## src/rtl/regfile_mp.sv

```systemverilog
// Multi-port integer register file with x0 hardwired to zero, optional
// same-cycle write-to-read bypass and a per-register busy scoreboard.
module regfile_mp #(
    parameter int XLEN   = 32,
    parameter int NREGS  = 32,
    parameter int NRP    = 2,
    parameter int NWP    = 1,
    parameter int BYPASS = 1,
    localparam int AW    = $clog2(NREGS)
) (
    input  logic                  clk,
    input  logic                  rst_n,
    input  logic [NRP*AW-1:0]     rd_addr,
    output logic [NRP*XLEN-1:0]   rd_data,
    output logic [NRP-1:0]        rd_busy,
    input  logic [NWP-1:0]        wr_en,
    input  logic [NWP*AW-1:0]     wr_addr,
    input  logic [NWP*XLEN-1:0]   wr_data,
    input  logic                  iss_en,
    input  logic [AW-1:0]         iss_addr,
    output logic [NREGS-1:0]      busy_vec
);

    logic [XLEN-1:0]  r_regs [NREGS];
    logic [NREGS-1:0] r_busy;
    logic [NREGS-1:0] w_busy_nxt;

    function automatic logic f_wr_hit(input logic [NWP-1:0]    en,
                                      input logic [NWP*AW-1:0] addr,
                                      input logic [AW-1:0]     a);
        logic hit;
        hit = 1'b0;
        for (int w = 0; w < NWP; w++) begin
            if (en[w] && addr[w*AW +: AW] == a) hit = 1'b1;
        end
        return hit;
    endfunction

    // Later ports are applied last, so the highest-numbered port wins a conflict.
    always_ff @(posedge clk or negedge rst_n) begin
        if (!rst_n) begin
            for (int r = 0; r < NREGS; r++) r_regs[r] <= '0;
        end else begin
            for (int w = 0; w < NWP; w++) begin
                if (wr_en[w] && wr_addr[w*AW +: AW] != '0)
                    r_regs[wr_addr[w*AW +: AW]] <= wr_data[w*XLEN +: XLEN];
            end
        end
    end

    // A fresh issue supersedes a retiring write to the same register.
    always_comb begin
        w_busy_nxt = '0;
        for (int r = 1; r < NREGS; r++) begin
            w_busy_nxt[r] = (iss_en && iss_addr == AW'(r)) ||
                            (r_busy[r] && !f_wr_hit(wr_en, wr_addr, AW'(r)));
        end
    end

    always_ff @(posedge clk or negedge rst_n) begin
        if (!rst_n) r_busy <= '0;
        else        r_busy <= w_busy_nxt;
    end

    // Reads are forced to zero while reset is held, even with a bypass hit.
    always_comb begin
        rd_data = '0;
        rd_busy = '0;
        for (int p = 0; p < NRP; p++) begin
            if (rst_n && rd_addr[p*AW +: AW] != '0) begin
                rd_data[p*XLEN +: XLEN] = r_regs[rd_addr[p*AW +: AW]];
                if (BYPASS != 0) begin
                    for (int w = 0; w < NWP; w++) begin
                        if (wr_en[w] && wr_addr[w*AW +: AW] == rd_addr[p*AW +: AW])
                            rd_data[p*XLEN +: XLEN] = wr_data[w*XLEN +: XLEN];
                    end
                end
            end
            rd_busy[p] = r_busy[rd_addr[p*AW +: AW]];
        end
    end

    assign busy_vec = r_busy;

endmodule
```

## config.mk

```make
export PLATFORM = sky130hd
export DESIGN_NAME = regfile_mp
export DESIGN_NICKNAME = d
export VERILOG_FILES = /design/src/rtl/regfile_mp.sv
export SDC_FILE = /design/constraint.sdc
export NUM_CORES = 2
export LEC_CHECK = 0
export ABC_AREA = 0
export ABC_CLOCK_PERIOD_IN_PS = 5480
export CAP_MARGIN = 20
export CORE_MARGIN = 5
export CORE_UTILIZATION = 40
export CTS_BUF_LIST = sky130_fd_sc_hd__clkbuf_4
export CTS_CLUSTER_SIZE = 16
export DETAILED_ROUTE_END_ITERATION = 10
export GPL_ROUTABILITY_DRIVEN = 1
export HOLD_SLACK_MARGIN = 0.08
export SETUP_SLACK_MARGIN = 0.4
export SYNTH_ARGS = -nofsm -noshare
export SYNTH_HDL_FRONTEND = slang
export SYNTH_SLANG_ARGS = --single-unit
```

## constraint.sdc

```tcl
create_clock -name clk -period 5.48 [get_ports clk]
set_input_delay 1.644 -clock clk [delete_from_list [all_inputs] [get_ports clk]]
set_output_delay 1.644 -clock clk [all_outputs]
set_load 0.005 [all_outputs]
```

Yosys cells after proc, flatten, opt, wreduce, memory -nomap -nowiden --
Cells that the tools add are included.
Storage, ports and cells: input bits 56, register bits 1055, output and inout port bits 98
Operators by class: multiplexer cells 48, reductions and logical operators 164, bitwise operators 3, magnitude comparators 6, eq/ne operators 64
Operators by type and width (count):
- 1024-bit bitwise mux | 1
- 32-bit binary-select mux with 5-bit select | 2
- 32-bit 2-to-1 mux | 9
- 32-bit demux with 5-bit select | 1
- 5-bit == test (second input constant) | 32
- 1-bit logical AND | 99
- 5-bit by 4-bit == test with 1-bit output (second input constant) | 16
- 5-bit by 3-bit == test with 1-bit output (second input constant) | 8
- 1-bit 2-to-1 mux | 33
- 1-bit zero test | 31
- 1-bit logical OR | 31
- 5-bit by 2-bit == test with 1-bit output (second input constant) | 4
- 6-bit greater-or-equal comparator (second input constant) | 3
- 5-bit inverter with 6-bit output | 3
- 5-bit nonzero test | 3
- 5-bit by 6-bit less-than comparator with 1-bit output (second input constant) | 2
- 1-bit binary-select mux with 5-bit select | 2
- 5-bit by 1-bit == test with 1-bit output (second input constant) | 2
- 5-bit == test | 2
- 6-bit by 1-bit less-than comparator with 1-bit output (second input constant) | 1

Logic depth before layout (Yosys ltp) --
depth after elaboration 6, depth in mapped cells 9, mapped depth without buffers 5

Least setup slack after synthesis --
OpenSTA, ideal clock, no wires.
path type in2out, from input port rd_addr[5], to output port rd_data[41], cell stages on the path 8, path buffers 4, setup slack 0.513 ns, arrival time 3.323 ns, cell sequence buf_2 > buf_6 > buf_6 > buf_2 > mux4_2 > mux2i_1 > a31oi_1 > a32o_1
Between the ends: longest elaborated chain between the ends 6, elaborated cells between the ends (all ways) 10, classes of those cells 1 x eq/ne; 5 x mux; 1 x bitwise; 3 x reduce/logical
RTL lines:
- start, declared | RTL line 13 | input logic [NRP*AW-1:0] rd_addr,
- 5-bit inverter with 6-bit output (not written as such) | RTL line 71 | rd_data[p*XLEN +: XLEN] = r_regs[rd_addr[p*AW +: AW]];
- 32-bit binary-select mux with 5-bit select | RTL line 71
- 32-bit 2-to-1 mux (not written as such) (2 in a row) | RTL line 71
- 32-bit 2-to-1 mux | RTL line 74 | if (wr_en[w] && wr_addr[w*AW +: AW] == rd_addr[p*AW +: AW])
- 32-bit 2-to-1 mux (*) | RTL line 70 | if (rst_n && rd_addr[p*AW +: AW] != '0) begin
- end, declared | RTL line 14 | output logic [NRP*XLEN-1:0] rd_data,
Mark *: on every way between the ends. The rest lies on a longest branch, timed or not. The select of a mux whose other input is x is not followed.

Worst setup path after layout --
from input port rd_addr[5], to output port rd_data[40]
Same word-level chain as after synthesis.

==> results.sh <==
export IMPL_post_synthesis_cell_type_count=50
export IMPL_clock_sinks=1055
export IMPL_synthesis_instances=3907
export IMPL_violations="setup timing"
export IMPL_setup_ws_ns=-0.2180
export IMPL_worstPathBufferInverterCount=6
export IMPL_report_final_slew_viol_count=0
export IMPL_cts_tree="yes"
export IMPL_timing_critical_path_to="rd_data[40]"
export IMPL_die_width_um=387.5
export IMPL_worst_r2r_path_depth=2
export IMPL_cp_num_cells=10
export IMPL_fp_dieArea_um2=150200
export IMPL_finalSetupTns_ns=-2.765
export IMPL_routed_via_count=41841
export IMPL_synth_avg_cell_area_um2=14.59
export IMPL_insertion_delay_ns=1.19
export IMPL_arrival_ns=4.05
export IMPL_syn_num_nets=3963
export IMPL_post_detailed_routing_wire_length_mm=212.5
export IMPL_slowest_delay_ns=0.61
export IMPL_result_of_the_run="finished, violations left"
export IMPL_timing_critical_path_cells="buf_16 > buf_12 > buf_12 > buf_16 > mux4_2 > mux2_2 > a2111oi_0 > nor4_2 > buf_4 > buf_4"
export IMPL_clock_skew_ns=0
export IMPL_clk_pin_slew_ns=0.06
export IMPL_viasPerCell=6.207
export IMPL_avgRoutedWirePerCell_um=31.52
export IMPL_setup_worst_path_class="in -> out"
export IMPL_cp_data_required_time_ns=3.84
export IMPL_regToRegEndpoint="busy_vec[21]$_DFF_PN0_"
export IMPL_final_net_count=4715
export IMPL_layout_min_cycle_time_ns=5.698
export IMPL_core_area_um2=141600
export IMPL_grt_pass1_vias=42964
export IMPL_rows=138
export IMPL_drc_violation_total_after_the_first_tritonroute_iteration=4070
export IMPL_p_leak_nw=32.20
export IMPL_worst_pin_slew_ns=1.092
export IMPL_ctsRootBufferMaster="clkbuf_4"
export IMPL_drive_above_1_share_pct=60.80
export IMPL_sequential_fraction_of_the_synthesis_area_pct=46.31
export IMPL_worstSetupStartpointType="primary input"
export IMPL_pin_count=154
export IMPL_post_route_period_util_pct=104.0
export IMPL_hold_viol_final=0
export IMPL_synth_edff_count=0
export IMPL_path_max_fanout=5
export IMPL_cts_htree_levels=5
export IMPL_dp_hpwl_mm=123.0
export IMPL_cts_buffers=299
export IMPL_power_per_cell_area_nw_per_um2=322.6
export IMPL_max_cap_violations=0
export IMPL_grt_first_pass_wirelength_mm=307.4
export IMPL_pre_antenna_drt_iters=7
export IMPL_slew_limit_headroom_pct=27.23
export IMPL_synth_ff_type="dfrtp_1"
export IMPL_setup_violations=34
export IMPL_grt_util_all_layers_pct=27.82
export IMPL_cts_root_to_sink_buffers=4
export IMPL_first_element_of_the_critical_path="rd_addr[5]"
export IMPL_drc_errors=0
export IMPL_syn_cell_area_um2=57010
export IMPL_postSynth_asyncResetShare_pct=100.0
export IMPL_antenna_left=0
export IMPL_number_of_antenna_violations_at_the_first_check_in_global_routing=8
export IMPL_fmaxAchievable_mhz=175.5
export IMPL_crit_path_end_kind="primary output"
export IMPL_synthesis_yosys_warnings=0
export IMPL_place_inst=6020
export IMPL_ys_seq_elements=1055
export IMPL_gpl_final_weighted_congestion=0.8764
export IMPL_worst_r2r_startpoint="busy_vec[21]$_DFF_PN0_"
export IMPL_layout_cells_non_filler=6741
export IMPL_irDropWorstVdd_v=0.0001996
export IMPL_globalRouteOverflowTotal=0
export IMPL_grt_start_max_net_pins=159
export IMPL_areaGrowthSynthToFinish_pct=27.05
export IMPL_cp_slowest_cell="a2111oi_0"
export IMPL_rrSetupSlack_ns=4.62
export IMPL_start_util_pct=40.27
export IMPL_dieHeight_um=387.5
export IMPL_holdCritPathClass="reg -> reg"
export IMPL_final_util_pct=51.16
export IMPL_critical_path_top_delay_family="multiplexers"
export IMPL_numPortBuffers=152
export IMPL_grt_setup_unrepaired="true"
-- registers in the layout, summed over array words and instances, names as in the netlist --
name      count
busy_vec     31
r_regs     1024
-- final cells by class --
class / count / area [um2]
well taps: 1890 / 2365
flip-flops and latches: 1055 / 26400
diodes: 7 / 17.52
clock buffers: 435 / 3266
fillers: 12085 / 69150
multi-input cells: 2389 / 29860
repair buffers: 909 / 10220
clock inverters: 51 / 274.0
inverters: 5 / 22.52
-- kinds of logic after synthesis --
logic type	Yosys count	share of synthesized area, %
multiplexers	1699	41.83
flip-flops	1055	46.31
other	1	0.006578
buffers and inverters	463	3.760
AO/OA/AOI/OAI	455	5.941
XOR/XNOR	10	0.1536
AND/OR/NAND/NOR	224	1.999
-- through the flow --
stage | hold slack (ns) | power (mW) | setup WS [ns] | cell area [um2]
after floorplan | 0.4413 | 13.64 | 0.5131 | 57010
after global placement | 0.3783 | 15.61 | -1.018 | 64390
after detailed placement | 0.3837 | 15.77 | -0.9365 | 64390
after global routing | 0.4095 | 24.49 | -0.2155 | 72430
final | 0.3963 | 23.37 | -0.2180 | 72430
after CTS | 0.3984 | 23.34 | -0.05694 | 71470
-- report_power, final --
group	leakage (nW)	internal [mW]	switching, mW
Clock	2.13	3.74	3.40
Combinational	16.6	3.56	2.25
Sequential	13.5	9.28	1.13
-- cell usage after synthesis, types with 8 or more instances --
master,count,area share [%]
mux2i_1,227,4.0
a32oi_1,19,0.29
o21ai_0,64,0.56
nand3_1,16,0.14
clkbuf_1,240,1.6
a22oi_1,62,0.82
mux2_2,1004,20
nor2b_1,69,0.76
mux2_1,24,0.47
buf_2,123,1.1
o22ai_1,8,0.088
a21oi_1,27,0.24
buf_4,35,0.46
a211oi_1,131,1.7
xnor2_1,10,0.15
a32o_1,15,0.26
mux4_2,444,18
a22o_1,31,0.48
nand2_1,74,0.49
buf_6,16,0.32
nor2_1,28,0.18
a221oi_1,44,0.68
a211o_1,30,0.46
dfrtp_1,1055,46
nand3b_1,9,0.12
buf_1,44,0.29
-- placed cells by master (no fill, tap or decap), types with 18 or more instances in the layout --
master           Yosys  routed
dfrtp_1           1055    1055
mux2_2            1004     990
buf_4               35     482
mux4_2             444     444
clkbuf_4             0     435
mux2i_1            227     222
buf_12               0     140
buf_6               16     107
clkdlybuf4s50_1      0      72
a211oi_1           131      70
nor2b_1             69      60
a211oi_2             0      52
nand2_1             74      48
a22oi_1             62      47
o21ai_0             64      46
clkinv_1             0      43
buf_16               0      42
a221oi_1            44      39
buf_8                0      28
a21oi_1             27      24
mux2_1              24      24
buf_2              123      24
nor2_4               0      18
a22o_1              31      18
a211o_1             30      18
-- metal layers --
metal	vias up	GRT usage [%]	wire length (um)
li1	16876	-	-
met1	22428	38.67	89110
met2	2095	42.19	96640
met3	442	7.343	19020
met4	0	10.24	7736
met5	-	0	0
-- how the worst min path moves through the flow --
stage,from,to,slack [ns],cells after the start
after floorplan,r_regs[1004]$_DFFE_PN0P_,r_regs[1004]$_DFFE_PN0P_,0.44,1
after global placement,r_regs[1011]$_DFFE_PN0P_,r_regs[1011]$_DFFE_PN0P_,0.38,0
after detailed placement,r_regs[1017]$_DFFE_PN0P_,r_regs[1017]$_DFFE_PN0P_,0.38,0
after CTS,r_regs[1017]$_DFFE_PN0P_,r_regs[1017]$_DFFE_PN0P_,0.40,0
after global routing,r_regs[1007]$_DFFE_PN0P_,r_regs[1007]$_DFFE_PN0P_,0.41,0
final,r_regs[1011]$_DFFE_PN0P_,r_regs[1011]$_DFFE_PN0P_,0.40,0
-- what timing repair did --
action	in CTS	in global routing
pin swaps	105	75
gates cloned	27	0
hold buffers	0	0
hold endpoints to repair	0	0
resized for setup	628	105
setup buffers	140	61
setup endpoints to repair	66	66
No activity file was read; power rests on OpenSTA's default activity.
